### config.mk
export PLATFORM = sky130hd
export DESIGN_NAME = spi_trace_tx_flat
export DESIGN_NICKNAME = d
export VERILOG_FILES = /design/src/rtl/spi_trace_tx_if.sv /design/src/rtl/spi_trace_tx.sv /design/src/flat_wrapper.sv
export SDC_FILE = /design/constraint.sdc
export NUM_CORES = 1
export LEC_CHECK = 0
export CAP_MARGIN = 20
export CORE_MARGIN = 2
export CORE_UTILIZATION = 40
export CTS_CLUSTER_SIZE = 40
export DETAILED_ROUTE_END_ITERATION = 16
export PLACE_DENSITY = 0.66
export SYNTH_ARGS = -nofsm -noshare
export SYNTH_HDL_FRONTEND = slang
export SYNTH_SLANG_ARGS = --single-unit
export TNS_END_PERCENT = 30
### constraint.sdc
create_clock -name clk -period 1.74 [get_ports clk]
set_input_delay 0.348 -clock clk [delete_from_list [all_inputs] [get_ports clk]]
set_output_delay 0.348 -clock clk [all_outputs]
set_load 0.01 [all_outputs]
### src/rtl/spi_trace_tx_if.sv
// Trace-serializer bundle: core-side capture request and trace words, plus the
// status flags and per-channel SPI pins driven back out.
interface spi_trace_tx_if #(
  parameter int WIDTH = 32
);
  logic             start;
  logic [3:0]       chan_en;
  logic [WIDTH-1:0] pc;
  logic [WIDTH-1:0] imem_data;
  logic [WIDTH-1:0] dmem_wdata;
  logic [WIDTH-1:0] dmem_rdata;
  logic             busy;
  logic             done;
  logic             overrun;
  logic             spi_sck;
  logic             pc_mosi;
  logic             imem_data_mosi;
  logic             dmem_wdata_mosi;
  logic             dmem_rdata_mosi;
  logic             pc_cs;
  logic             imem_data_cs;
  logic             dmem_wdata_cs;
  logic             dmem_rdata_cs;

  modport master (
    output start, chan_en, pc, imem_data, dmem_wdata, dmem_rdata,
    input  busy, done, overrun, spi_sck,
    input  pc_mosi, imem_data_mosi, dmem_wdata_mosi, dmem_rdata_mosi,
    input  pc_cs, imem_data_cs, dmem_wdata_cs, dmem_rdata_cs
  );

  modport slave (
    input  start, chan_en, pc, imem_data, dmem_wdata, dmem_rdata,
    output busy, done, overrun, spi_sck,
    output pc_mosi, imem_data_mosi, dmem_wdata_mosi, dmem_rdata_mosi,
    output pc_cs, imem_data_cs, dmem_wdata_cs, dmem_rdata_cs
  );
endinterface

### src/rtl/spi_trace_tx.sv
// Four-channel mode-0 SPI trace serializer with one shared SCK; every pin is
// driven directly from a flop so the LED/probe outputs never glitch.
module spi_trace_tx #(
  parameter int WIDTH  = 32,
  parameter int CLKDIV = 2
) (
  input logic           clk,
  input logic           rst,
  spi_trace_tx_if.slave bus
);
  localparam int DIV_W = (CLKDIV > 1) ? $clog2(CLKDIV) : 1;
  localparam int BIT_W = $clog2(WIDTH + 1);
  localparam logic [DIV_W-1:0] DIV_LAST = DIV_W'(CLKDIV - 1);
  localparam logic [BIT_W-1:0] BIT_LAST = BIT_W'(WIDTH - 1);
  localparam logic [BIT_W-1:0] BIT_ALL  = BIT_W'(WIDTH);

  typedef enum logic [1:0] {IDLE, SETUP, SHIFT_HI, SHIFT_LO} state_t;

  state_t                 state, state_n;
  logic [DIV_W-1:0]       div_cnt, div_cnt_n;
  logic [BIT_W-1:0]       bit_cnt, bit_cnt_n;
  logic [3:0]             en_q, en_n;
  logic [3:0][WIDTH-1:0]  sh_q, sh_n;
  logic                   busy_q, busy_n;
  logic                   done_q, done_n;
  logic                   ovr_q, ovr_n;
  logic                   sck_q, sck_n;
  logic [3:0]             mosi_q, mosi_n;
  logic [3:0]             cs_q, cs_n;
  logic [3:0][WIDTH-1:0]  words;
  logic                   phase_end;

  // Channel index 0 is pc, matching chan_en bit order.
  assign words     = {bus.dmem_rdata, bus.dmem_wdata, bus.imem_data, bus.pc};
  assign phase_end = (div_cnt == DIV_LAST);

  always_comb begin
    // NOTE: every variable gets a hold/default value first so no path through
    // the case below can leave one unassigned and infer a latch.
    state_n   = state;
    div_cnt_n = div_cnt;
    bit_cnt_n = bit_cnt;
    en_n      = en_q;
    sh_n      = sh_q;
    busy_n    = busy_q;
    done_n    = 1'b0;
    ovr_n     = 1'b0;
    sck_n     = sck_q;
    mosi_n    = mosi_q;
    cs_n      = cs_q;

    if (state != IDLE) begin
      div_cnt_n = phase_end ? '0 : div_cnt + 1'b1;
      ovr_n     = bus.start;
    end

    unique case (state)
      IDLE: begin
        busy_n    = 1'b0;
        sck_n     = 1'b0;
        mosi_n    = '0;
        cs_n      = '1;
        div_cnt_n = '0;
        bit_cnt_n = '0;
        if (bus.start) begin
          state_n = SETUP;
          busy_n  = 1'b1;
          en_n    = bus.chan_en;
          sh_n    = words;
          cs_n    = ~bus.chan_en;
          for (int i = 0; i < 4; i++) mosi_n[i] = bus.chan_en[i] & words[i][WIDTH-1];
        end
      end
      SETUP: begin
        if (phase_end) begin
          state_n = SHIFT_HI;
          sck_n   = 1'b1;
        end
      end
      SHIFT_HI: begin
        if (phase_end) begin
          state_n   = SHIFT_LO;
          sck_n     = 1'b0;
          bit_cnt_n = bit_cnt + 1'b1;
          // The next bit is presented on the falling edge; after bit 0 the line parks low.
          for (int i = 0; i < 4; i++) begin
            sh_n[i]   = sh_q[i] << 1;
            mosi_n[i] = (bit_cnt == BIT_LAST) ? 1'b0 : (en_q[i] & sh_q[i][WIDTH-2]);
          end
        end
      end
      SHIFT_LO: begin
        if (phase_end) begin
          if (bit_cnt == BIT_ALL) begin
            state_n = IDLE;
            busy_n  = 1'b0;
            done_n  = 1'b1;
            cs_n    = '1;
            mosi_n  = '0;
          end else begin
            state_n = SHIFT_HI;
            sck_n   = 1'b1;
          end
        end
      end
      default: state_n = IDLE;
    endcase
  end

  // NOTE: the shadow words are ordinary flops, so they are reset along with the
  // rest of the state; nothing here is a RAM that must skip reset.
  always_ff @(posedge clk) begin
    if (rst) begin
      state   <= IDLE;
      div_cnt <= '0;
      bit_cnt <= '0;
      en_q    <= '0;
      sh_q    <= '0;
      busy_q  <= 1'b0;
      done_q  <= 1'b0;
      ovr_q   <= 1'b0;
      sck_q   <= 1'b0;
      mosi_q  <= '0;
      cs_q    <= '1;
    end else begin
      // NOTE: non-blocking assignments so every flop updates from the same
      // pre-edge values regardless of statement order.
      state   <= state_n;
      div_cnt <= div_cnt_n;
      bit_cnt <= bit_cnt_n;
      en_q    <= en_n;
      sh_q    <= sh_n;
      busy_q  <= busy_n;
      done_q  <= done_n;
      ovr_q   <= ovr_n;
      sck_q   <= sck_n;
      mosi_q  <= mosi_n;
      cs_q    <= cs_n;
    end
  end

  assign bus.busy            = busy_q;
  assign bus.done            = done_q;
  assign bus.overrun         = ovr_q;
  assign bus.spi_sck         = sck_q;
  assign bus.pc_mosi         = mosi_q[0];
  assign bus.imem_data_mosi  = mosi_q[1];
  assign bus.dmem_wdata_mosi = mosi_q[2];
  assign bus.dmem_rdata_mosi = mosi_q[3];
  assign bus.pc_cs           = cs_q[0];
  assign bus.imem_data_cs    = cs_q[1];
  assign bus.dmem_wdata_cs   = cs_q[2];
  assign bus.dmem_rdata_cs   = cs_q[3];
endmodule

### src/flat_wrapper.sv
// flat-port wrapper written by rule: the top's interface ports become plain ports
module spi_trace_tx_flat 
#(
  parameter int WIDTH  = 32,
  parameter int CLKDIV = 2
)
  (clk, rst, bus_start, bus_chan_en, bus_pc, bus_imem_data, bus_dmem_wdata, bus_dmem_rdata, bus_busy, bus_done, bus_overrun, bus_spi_sck, bus_pc_mosi, bus_imem_data_mosi, bus_dmem_wdata_mosi, bus_dmem_rdata_mosi, bus_pc_cs, bus_imem_data_cs, bus_dmem_wdata_cs, bus_dmem_rdata_cs);
  spi_trace_tx_if #(.WIDTH(WIDTH)) bus_i ();
  input logic clk;
  input logic rst;
  input wire logic [$bits(bus_i.start)-1:0] bus_start;
  input wire logic [$bits(bus_i.chan_en)-1:0] bus_chan_en;
  input wire logic [$bits(bus_i.pc)-1:0] bus_pc;
  input wire logic [$bits(bus_i.imem_data)-1:0] bus_imem_data;
  input wire logic [$bits(bus_i.dmem_wdata)-1:0] bus_dmem_wdata;
  input wire logic [$bits(bus_i.dmem_rdata)-1:0] bus_dmem_rdata;
  output wire logic [$bits(bus_i.busy)-1:0] bus_busy;
  output wire logic [$bits(bus_i.done)-1:0] bus_done;
  output wire logic [$bits(bus_i.overrun)-1:0] bus_overrun;
  output wire logic [$bits(bus_i.spi_sck)-1:0] bus_spi_sck;
  output wire logic [$bits(bus_i.pc_mosi)-1:0] bus_pc_mosi;
  output wire logic [$bits(bus_i.imem_data_mosi)-1:0] bus_imem_data_mosi;
  output wire logic [$bits(bus_i.dmem_wdata_mosi)-1:0] bus_dmem_wdata_mosi;
  output wire logic [$bits(bus_i.dmem_rdata_mosi)-1:0] bus_dmem_rdata_mosi;
  output wire logic [$bits(bus_i.pc_cs)-1:0] bus_pc_cs;
  output wire logic [$bits(bus_i.imem_data_cs)-1:0] bus_imem_data_cs;
  output wire logic [$bits(bus_i.dmem_wdata_cs)-1:0] bus_dmem_wdata_cs;
  output wire logic [$bits(bus_i.dmem_rdata_cs)-1:0] bus_dmem_rdata_cs;
  assign bus_i.start = bus_start;
  assign bus_i.chan_en = bus_chan_en;
  assign bus_i.pc = bus_pc;
  assign bus_i.imem_data = bus_imem_data;
  assign bus_i.dmem_wdata = bus_dmem_wdata;
  assign bus_i.dmem_rdata = bus_dmem_rdata;
  assign bus_busy = bus_i.busy;
  assign bus_done = bus_i.done;
  assign bus_overrun = bus_i.overrun;
  assign bus_spi_sck = bus_i.spi_sck;
  assign bus_pc_mosi = bus_i.pc_mosi;
  assign bus_imem_data_mosi = bus_i.imem_data_mosi;
  assign bus_dmem_wdata_mosi = bus_i.dmem_wdata_mosi;
  assign bus_dmem_rdata_mosi = bus_i.dmem_rdata_mosi;
  assign bus_pc_cs = bus_i.pc_cs;
  assign bus_imem_data_cs = bus_i.imem_data_cs;
  assign bus_dmem_wdata_cs = bus_i.dmem_wdata_cs;
  assign bus_dmem_rdata_cs = bus_i.dmem_rdata_cs;
  spi_trace_tx #(.WIDTH(WIDTH), .CLKDIV(CLKDIV)) u_core (.clk(clk), .rst(rst), .bus(bus_i));
endmodule
# After elaboration in Yosys (flattened, before gate mapping)
# Cells that the tools add are included.
[op_classes] eq_ne=11 bitwise=12 add_sub_neg=2 n_reduce_logical=15 muxes=35
[op_table] op="127-bit two-way mux" count=2
[op_table] op="127-bit case mux with 2 select lines" count=1
[op_table] op="4-bit two-way mux" count=7
[op_table] op="1-bit two-way mux" count=13
[op_table] op="4-bit case mux with 3 select lines" count=1
[op_table] op="6-bit case mux with 2 select lines" count=1
[op_table] op="4-bit AND reduction" count=3
[op_table] op="2-bit two-way mux" count=5
[op_table] op="1-bit bitwise AND" count=8
[op_table] op="2-bit by 1-bit != test with 1-bit output, second input constant" count=4
[op_table] op="2-bit case mux with 4 select lines" count=1
[op_table] op="4-bit case mux with 2 select lines" count=1
[op_table] op="6-bit by 1-bit adder with 6-bit output, second input constant" count=1
[op_table] op="6-bit by 5-bit equality test with 1-bit output, second input constant" count=1
[op_table] op="6-bit equality test, second input constant" count=1
[op_table] op="6-bit two-way mux" count=1
[op_table] op="3-bit AND reduction" count=2
[op_table] op="2-bit nonzero test" count=3
[op_table] op="2-bit equality test, second input constant" count=2
[op_table] op="2-bit != test, second input constant" count=2
[op_table] op="4-bit inverter" count=1
[op_table] op="1-bit case mux with 4 select lines" count=1
[op_table] op="2-bit AND reduction" count=2
[op_table] op="2-bit OR reduction" count=2
[op_table] op="7 further kinds" count=9
[totals] in_bits=135 reg_bits=149 out_inout_bits=12 word_cells=89

# Longest topological paths before layout
# Gate-level depths: netlist of run 1.
[depth] word_depth=4 depth_mapped=9 depth_no_buf=6

# Least setup slack after synthesis of run 1
# OpenSTA, ideal clock, no wires.
[synth_path] path_kind="flip-flop to flip-flop" from="reg u_core.state[0]" to="reg u_core.sh_q[101] in the netlist's numbering" stages_incl_launch_ff=10 n_path_buf=3 slack_ns=-0.062 required_ns=1.594 t_arrival_ns=1.656 setup_ns=0.146 cell_sequence="dfxtp_1 inv_1 ha_1 mux2_4 and2_1 buf_6 buf_6 buf_2 nor2_1 a211oi_2"
[synth_between] elab_chain_cells=3
[synth_rtl] element="start: declaration" line="spi_trace_tx.sv:19" source="state_t state, state_n;"
[synth_rtl] element="start signal: assignment" line="spi_trace_tx.sv:128" source="state <= state_n;"
[synth_rtl] element="2-bit equality test or 2-bit logical NOT (tied branches)" line="spi_trace_tx.sv:57" source="unique case (state)"
[synth_rtl] element="2-bit by 1-bit != test with 1-bit output (no source line), or another cell as far along"
[synth_rtl] element="3-bit AND reduction (no source line)"
[synth_rtl] element="end signal: assignment" line="spi_trace_tx.sv:132" source="sh_q <= sh_n;"
[synth_rtl] element="end: declaration" line="spi_trace_tx.sv:23" source="logic [3:0][WIDTH-1:0] sh_q, sh_n;"
# Several ways; a longest one is shown, not always the timed one.
# A chain may end at the register's enable or synchronous reset.

# Final worst setup path of run 1
[layout_path] from="reg u_core.state[1]" to="reg u_core.sh_q[39] in the netlist's numbering"
# The elaborated chain is that of the path after synthesis.

==> impl_metrics.json, run 1 <==
{
  "status": "finished with violations",
  "violations": "setup timing",
  "design.core.area_sq_um": 17800,
  "wire_per_inst_um": 17.1,
  "crit_required_ps": 2030,
  "grt_pass1_wl_um": 28100,
  "grt_overflow": 0,
  "layout_commonest_cell": "dfxtp_1",
  "cts_root_buffer": "clkbuf_16",
  "fin_nets": 1000,
  "yosysWarnings": 0,
  "p_int_mw": 13.1,
  "dp_hpwl_um": 12000,
  "syn_area_sq_um": 7220,
  "place_ws_ps": -192,
  "layout_worst_path_cycle_share": 1.01,
  "die_x_um": 138,
  "maxCapViolations": 0,
  "worstPathArrival_ps": 2060,
  "layout_setup_ws_ps": -24.3,
  "grt_max_degree": 61,
  "ys_types": 37,
  "clk-insertion-delay-late_ps": 410,
  "p_sw_frac": 0.375,
  "cts_buffers": 17,
  "worst_hold_slack_ps": 341,
  "path_clk_slew_ps": 60,
  "insertedDiodeCount": 0,
  "h-tree-depth": 4,
  "hold_viol": 0,
  "slew_violations": 0,
  "seqCellArea_sq_um": 2990,
  "hp-class": "primary input to flop",
  "combPwrFrac": 0.531,
  "clock_power_share": 0.187,
  "portBuffers": 146,
  "clock.fmax_mhz": 567,
  "clock_sinks": 149,
  "pwr-share-seq": 0.281,
  "path_class": "flop to flop",
  "fp.dieArea_sq_um": 19100,
  "slew_headroom": 0.694,
  "cts_tree": "done",
  "post_drt_via_cell_ratio": 5.18,
  "die_h_um": 138,
  "area_delta_synth_final_pct": 46.7,
  "switching_power_mw": 7.89,
  "first_global_vias": 5811,
  "ctsHoldBuffers": 0,
  "tns_ps": -55.1,
  "ys_seq_elements": 149,
  "ys_async_sr_fraction": 0,
  "syn_nets": 826,
  "vdd_drop_max_mv": 0.907,
  "ios": 147,
  "rows": 49,
  "antenna_found_initial": 0,
  "p_leak_nw": 3.68,
  "yosysSeqAreaShare": 0.413,
  "num-fill-cells": 1462,
  "drc_errors": 0,
  "startpoint_type": "flop",
  "cts_buffer_depth": 2,
  "drtIter0Drc": 183,
  "synth-edff-count": 0,
  "grt_usage": 0.178,
  "syn_avg_cell_area_sq_um": 10.5,
  "finalWeightedCongestion": 0.772,
  "place_area_sq_um": 9170,
  "dp_cells": 1049,
  "cp-end-kind": "flop",
  "instances_no_fill": 1101,
  "multi_input_comb_area_sq_um": 4180,
  "postLayoutCoreUtil": 0.594,
  "yosys_most_used_dff": "dfxtp_1",
  "critPathMaxFanout": 15,
  "fin_area_sq_um": 10600,
  "ant_nets": 0,
  "r2r_slack_ps": -20,
  "finClkSkew_ps": 6.90,
  "first_pass_iters": 4,
  "final_cell_mix": "146 x dfxtp_1, 144 x clkdlybuf4s50_1, 120 x mux2i_1, 119 x a211oi_2, 69 x nor2_2",
  "setup-violations-final": 8,
  "initial_core_util": 0.405,
  "vias": 5705,
  "wirelength_um": 18800,
  "syn_inst": 685,
  "rsz0062_at_grt": "yes",
  "worst_slew_pin_slew_ps": 460,
  "min_period_ps": 1760,
  "power_density_nw_per_um2": 1980,
  "finalPower_mw": 21.0,
  "layout-drive-gt1-share": 0.365
}
-- critical path: stages, from the launching register on --
cell and delay, ps:
dfxtp_2 330, buf_6 110, ha_4 160, mux2_4 330, and2_4 200, buf_12 150, clkbuf_16 180, nor2_1 120
a211oi_2 50
-- registers in the layout, summed over array words and instances, names as in the netlist --
name,count
u_core.mosi_q,4
u_core.bus.overrun,1
u_core.en_q,4
u_core.sh_q,124
u_core.div_cnt,1
u_core.bit_cnt,6
u_core.bus.busy,1
u_core.bus.done,1
u_core.cs_q,4
u_core.bus.spi_sck,1
u_core.state,2
-- power groups by stage --
stage                     sequential, mW  clock (mW)  combinational (mW)
after floorplan                     5.56           0                6.36
after global placement              5.69           0                7.98
after detailed placement            5.76           0                8.34
after CTS                           5.77        4.00                8.79
after global routing                6.08        4.15                12.0
final                               5.91        3.94                11.2
-- Yosys cell counts (all sizes together) (3+ instances only) --
cell type	instances	area, sq um
a211oi	121	1510
a21o	6	45.0
a21oi	11	55.1
a22oi	4	30.0
a311oi	4	35.0
a31oi	3	18.8
buf	40	302
clkbuf	20	75.1
dfxtp	149	2980
ha	6	75.1
inv	8	30.0
mux2i	120	1200
nand2	12	45.0
nand2b	3	18.8
nand3	15	75.1
nor2	135	507
o21bai	5	37.5
xor2	3	26.3
-- path summary, 6_finish.rpt --
kind | from | to | cells past startpoint
worst max register to register | u_core.state[1]$_SDFFE_PP0P_ | u_core.sh_q[39]$_SDFFE_PP0P_ | 8
worst min-delay path | rst | u_core.sh_q[0]$_SDFFE_PP0P_ | 2
worst max-delay path | u_core.state[1]$_SDFFE_PP0P_ | u_core.sh_q[39]$_SDFFE_PP0P_ | 8
worst min register to register | u_core.en_q[0]$_SDFFE_PP0P_ | u_core.en_q[0]$_SDFFE_PP0P_ | 2
-- area by class of cell --
type / count / area share
repair buffers: 214 / 0.233
well taps: 229 / 0.0271
clock inverters: 12 / 0.0165
multi-input cells: 469 / 0.395
clock buffers: 20 / 0.0431
flip-flops and latches: 149 / 0.282
inverters: 8 / 0.00307
-- per-layer routing --
metal,global-route usage,up-vias,share of wire
li1,-,2837,-
met2,0.311,126,0.50
met3,0.0350,14,0.036
met1,0.218,2728,0.45
met4,0.0602,0,0.014
met5,0,-,0
-- what timing repair did --
action | CTS | global route
hold endpoints to repair | 0 | 0
pin swaps | 0 | 14
cloned | 1 | 15
buffers inserted | 1 | 3
gates resized for setup | 36 | 86
setup endpoints to repair | 98 | 127
-- kinds of logic (layout without fill, tap and decap cells) --
group | count (synthesis) | in the layout | share of synthesized area
xor gates and xnor gates | 4 | 4 | 0.00486
muxes | 121 | 121 | 0.169
and+or+nand+nor | 178 | 179 | 0.102
AOI/OAI and AO/OA | 159 | 159 | 0.245
adders and majority gates | 6 | 6 | 0.0104
buffers and inverters | 68 | 254 | 0.0563
DFF | 149 | 149 | 0.413
(Power assumes the default switching activity.)
==> run 2: changes to the inputs <==
- DONT_BUFFER_PORTS: unset -> 1
- PLACE_DENSITY: 0.66 -> 0.55
- SLEW_MARGIN: unset -> 20
==> run 2 against run 1 <==
The run ends with hold timing, setup timing left. Critical path depth is the same. Critical endpoint is now u_core.sh_q[21]$_SDFFE_PP0P_. Clock-buffer cell count grew 1. Register-to-register slack is essentially flat. Via count shrank 12%. Critical path type unchanged. Maximum frequency grew 0.19%.
==> impl_metrics.json, run 2 (synthesized netlist as in run 1, its figures left out) <==
{
  "grt_overflow": 0,
  "crit_family": "flip-flops",
  "critPathMaxFanout": 24,
  "drtIter0Drc": 246,
  "instances_no_fill": 926,
  "fin_area_sq_um": 8450,
  "dp_cells": 876,
  "max_flop_register": "u_core.sh_q",
  "cp-end-kind": "flop",
  "min_path_cells": 1,
  "post_drt_via_cell_ratio": 5.45,
  "regToRegEndpoint": "u_core.sh_q[21]$_SDFFE_PP0P_",
  "power_density_nw_per_um2": 2130,
  "hp-class": "primary input to flop",
  "wire_per_inst_um": 18.2,
  "maxCapViolations": 0,
  "clock_sinks": 149,
  "cp_cell_sequence": "inv_6 > ha_4 > mux2_4 > and2_4 > buf_12 > buf_16 > nor2_2 > a211oi_4",
  "first_global_vias": 4943,
  "startpoint": "u_core.state[0]$_SDFFE_PP0P_",
  "clk-insertion-delay-late_ps": 410,
  "cts_buffers": 17,
  "place_area_sq_um": 7400,
  "ios": 147,
  "antenna_found_initial": 0,
  "r2r_slack_ps": -20,
  "crit_buf_inv": 3,
  "num-fill-cells": 1593,
  "first_pass_iters": 4,
  "place_ws_ps": -28.8,
  "finalWeightedCongestion": 0.741,
  "postLayoutCoreUtil": 0.474,
  "grt_max_degree": 147,
  "final_cell_mix": "147 x dfxtp_1, 119 x mux2i_1, 118 x a211oi_2, 108 x nor2_1, 25 x nor2_2",
  "setup-violations-final": 2,
  "tns_ps": -23.8,
  "reg.largest.list": "u_core.sh_q (124), u_core.bit_cnt (6)",
  "portBuffers": 0,
  "cts_buffer_depth": 2,
  "layout_commonest_cell": "dfxtp_1",
  "min_period_ps": 1760,
  "status": "finished with violations",
  "wirelength_um": 16800,
  "initial_core_util": 0.405,
  "slowest_stage": "dfxtp_4",
  "cts_tree": "done",
  "area_delta_synth_final_pct": 17.1,
  "slew_violations": 0,
  "reg2reg_from": "u_core.state[0]$_SDFFE_PP0P_",
  "worstPathArrival_ps": 2050,
  "dp_hpwl_um": 10500,
  "fp.dieArea_sq_um": 19100,
  "layout_setup_ws_ps": -21.0,
  "layout-drive-gt1-share": 0.330,
  "wl_met2_um": 8140,
  "finClkSkew_ps": 5.93,
  "rsz0062_at_grt": "yes",
  "path_depth": 8,
  "vdd_drop_max_mv": 1.14,
  "h-tree-depth": 4,
  "worst_slew_pin_slew_ps": 356,
  "min_from": "rst",
  "cpPeakStageDelay_ps": 360,
  "insertedDiodeCount": 0,
  "die_h_um": 138,
  "path_class": "flop to flop",
  "design.core.area_sq_um": 17800,
  "wl_met3_um": 1060,
  "grt_usage": 0.159,
  "largest_reg_flops": 124,
  "grt_pass1_wl_um": 24800,
  "violations": "hold timing, setup timing",
  "finalPower_mw": 18.0,
  "clock.fmax_mhz": 568,
  "worst_hold_slack_ps": -4.85,
  "crit_required_ps": 2030,
  "cts_root_buffer": "clkbuf_16",
  "drt-met1-wl_um": 7280,
  "p_leak_nw": 2.84,
  "die_x_um": 138,
  "rows": 49,
  "drc_errors": 0,
  "highest_layer": "met4",
  "vias": 5047,
  "slew_headroom": 0.763,
  "layout_worst_path_cycle_share": 1.01,
  "path_clk_slew_ps": 60,
  "rr_worst_depth": 8,
  "ant_nets": 0,
  "worstHoldEndpoint": "u_core.sh_q[40]$_SDFFE_PP0P_",
  "startpoint_type": "flop",
  "hold_viol": 4,
  "fin_nets": 827
}
## run 2: final cells by class
type | count | area (sq um) | area share
multi-input cells | 469 | 3990 | 0.472
flip-flops and latches | 149 | 2990 | 0.354
repair buffers | 41 | 581 | 0.0687
clock buffers | 21 | 460 | 0.0545
well taps | 229 | 287 | 0.0339
clock inverters | 9 | 105 | 0.0124
inverters | 8 | 35.0 | 0.00415
## run 2: repair_timing
| action | CTS | global route |
|---|---|---|
| setup buffers | 2 | 8 |
| hold endpoints to repair | 37 | 69 |
| setup endpoints to repair | 94 | 124 |
| gates cloned | 0 | 10 |
| pin swaps | 0 | 8 |
| resized for setup | 4 | 47 |
## run 2: worst max-delay path by stage
stage / endpoint / slack [ps]
after floorplan: u_core.sh_q[10]$_SDFFE_PP0P_ / -20
after global placement: u_core.sh_q[118]$_SDFFE_PP0P_ / 30
after detailed placement: u_core.sh_q[26]$_SDFFE_PP0P_ / -30
after CTS: u_core.sh_q[75]$_SDFFE_PP0P_ / -10
after global routing: u_core.sh_q[21]$_SDFFE_PP0P_ / -70
final: u_core.sh_q[21]$_SDFFE_PP0P_ / -20
## run 2: per-layer routing
| layer | GRT usage | up-vias |
|---|---|---|
| met1 | 0.186 | 2432 |
| li1 | - | 2471 |
| met4 | 0.0612 | 0 |
| met5 | 0 | - |
| met2 | 0.266 | 120 |
| met3 | 0.0599 | 24 |
## run 2: power breakdown
group          total (mW)  leakage, nW  internal [mW]  switching [mW]
Combinational        8.64         1.33           4.06            4.58
Clock                3.56        0.279           2.16            1.39
Sequential           5.83         1.24           4.93           0.895
Total                18.0         2.84           11.2            6.87
==> run 3: changes to the inputs <==
- CORE_ASPECT_RATIO: unset -> 0.5
==> run 3 against run 2 <==
Combinational power fell by 10%. Total power fell by 3.5%. First-iteration DRC count fell by 8.5%. Critical path type unchanged. Sequential cell count did not move. The flow now finishes without violations. Clock skew rose by 5.7 ps.
==> impl_metrics.json, run 3 (synthesized netlist as in run 1, its figures left out) <==
{
  "status": "complete, no violations",
  "fin_nets": 817,
  "layout-drive-gt1-share": 0.306,
  "post-cts-setup-buffer-count": 0,
  "vdd_drop_max_mv": 0.681,
  "first_pass_iters": 5,
  "slew_headroom": 0.708,
  "worst_slew_pin_slew_ps": 438,
  "design.core.area_sq_um": 17500,
  "wire_per_inst_um": 17.3,
  "path_class": "flop to flop",
  "reg2reg_from": "u_core.state[1]$_SDFFE_PP0P_",
  "critPathMaxFanout": 32,
  "antenna_found_initial": 1,
  "worstHoldEndpoint": "u_core.sh_q[66]$_SDFFE_PP0P_",
  "clock_power_share": 0.221,
  "startpoint_type": "flop",
  "reg.largest.list": "u_core.sh_q (124), u_core.bit_cnt (6)",
  "tns_ps": 0,
  "area_delta_synth_final_pct": 14.2,
  "cts_root_buffer": "clkbuf_16",
  "drc_errors": 0,
  "layout_worst_path_cycle_share": 0.977,
  "path_clk_slew_ps": 70,
  "max_flop_register": "u_core.sh_q",
  "switching_power_mw": 6.61,
  "regToRegEndpoint": "u_core.sh_q[55]$_SDFFE_PP0P_",
  "largest_reg_flops": 124,
  "p_leak_nw": 2.74,
  "pwr-share-seq": 0.332,
  "postLayoutCoreUtil": 0.470,
  "slew_violations": 0,
  "p_sw_frac": 0.380,
  "min_from": "rst",
  "rr_worst_depth": 7,
  "first_global_vias": 4887,
  "rsz0062_at_grt": "yes",
  "die_x_um": 194,
  "rows": 34,
  "h-tree-depth": 4,
  "vias": 4852,
  "ant_nets": 0,
  "maxCapViolations": 0,
  "combPwrFrac": 0.447,
  "cts_buffer_depth": 2,
  "layout_setup_ws_ps": 40.8,
  "cp-end-kind": "flop",
  "p_int_mw": 10.8,
  "hp-class": "primary input to flop",
  "final_cell_mix": "147 x dfxtp_1, 120 x mux2i_1, 120 x a211oi_2, 118 x nor2_1, 19 x clkbuf_16",
  "min_path_cells": 1,
  "grt_max_degree": 147,
  "cts_buffers": 17,
  "power_density_nw_per_um2": 2110,
  "finalWeightedCongestion": 0.736,
  "grt_overflow": 0,
  "clk-insertion-delay-late_ps": 420,
  "fp.dieArea_sq_um": 19200,
  "setup-violations-final": 0,
  "initial_core_util": 0.412,
  "clock_sinks": 149,
  "place_ws_ps": -79.4,
  "grt_pass1_wl_um": 25500,
  "ios": 147,
  "wirelength_um": 15900,
  "clock.fmax_mhz": 589,
  "r2r_slack_ps": 40,
  "post_drt_via_cell_ratio": 5.25,
  "instances_no_fill": 924,
  "hold_viol": 0,
  "crit_required_ps": 2070,
  "min_period_ps": 1700,
  "portBuffers": 0,
  "cts_tree": "done",
  "finClkSkew_ps": 11.6,
  "die_h_um": 99.0,
  "layout_commonest_cell": "dfxtp_1",
  "drtIter0Drc": 225,
  "dp_cells": 884,
  "grt_usage": 0.166,
  "dp_hpwl_um": 10000,
  "num-fill-cells": 1625,
  "worstPathArrival_ps": 2030
}
run 3: changes by cell type in the layout (fill, tap and decap cells not counted), moves of 2 or more:
cell        delta
buf_4          -2
buf_6          -6
a211oi_2       +2
clkbuf_16      -3
nor2_4         -2
a211oi_4       -2
clkinv_2       -3
nor2_2         -8
buf_16         -3
nor2_1        +10
clkinvlp_4     +3
run 3: how the worst max path moves through the flow:
| stage | startpoint | slack [ps] | end |
|---|---|---|---|
| floorplan | u_core.state[1]$_SDFFE_PP0P_ | -20 | u_core.sh_q[10]$_SDFFE_PP0P_ |
| global placement | u_core.state[1]$_SDFFE_PP0P_ | 6 | u_core.sh_q[107]$_SDFFE_PP0P_ |
| detailed placement | u_core.state[1]$_SDFFE_PP0P_ | -80 | u_core.sh_q[5]$_SDFFE_PP0P_ |
| CTS | u_core.state[0]$_SDFFE_PP0P_ | -20 | u_core.sh_q[4]$_SDFFE_PP0P_ |
| global route | u_core.state[1]$_SDFFE_PP0P_ | -50 | u_core.sh_q[56]$_SDFFE_PP0P_ |
| finish | u_core.state[1]$_SDFFE_PP0P_ | 40 | u_core.sh_q[55]$_SDFFE_PP0P_ |
run 3: power groups by stage:
stage / registers, mW / logic (mW) / clock network, mW
after global routing: 5.96 / 8.60 / 4.11
after detailed placement: 5.81 / 7.16 / 0
after floorplan: 5.56 / 6.36 / 0
final: 5.77 / 7.77 / 3.84
after CTS: 5.75 / 7.31 / 3.94
after global placement: 5.78 / 6.98 / 0
run 3: critical path: stages, from the launching register on:
cell	delay, ps
dfxtp_4	360
inv_1	80
ha_2	220
mux2_4	200
and2_4	250
buf_12	220
nor2_1	70
a211oi_2	190
run 3: final cells by class:
type,count,area [sq um],area share
Clock buffer,21,460,0.0559
Tap cell,234,293,0.0355
Inverter,8,30.0,0.00364
Sequential cell,149,2990,0.362
Clock inverter,11,151,0.0184
Antenna cell,1,2.50,0.000304
Multi-Input combinational cell,470,3930,0.477
Timing Repair Buffer,30,385,0.0468
run 3: what timing repair did:
item | CTS | global route
endpoints found under the hold margin | 44 | 29
pin swaps | 1 | 2
resized for setup | 5 | 24
endpoints found under the setup margin | 115 | 101
gates cloned | 1 | 4
run 3: stage by stage:
step | hold WS (ps) | power (mW) | cell area [sq um]
CTS | -22.3 | 17.0 | 8070
floorplan | 437 | 11.9 | 7230
detailed placement | 430 | 13.0 | 7430
global route | 5.25 | 18.7 | 8240
global placement | 427 | 12.8 | 7430
finish | 47.5 | 17.4 | 8240
run 3: layer usage:
layer / wire length [um] / track usage / up-vias
li1: - / - / 2464
met1: 7800 / 0.221 / 2286
met2: 7130 / 0.253 / 87
met3: 808 / 0.0558 / 15
met4: 199 / 0.0577 / 0
met5: 0 / 0 / -
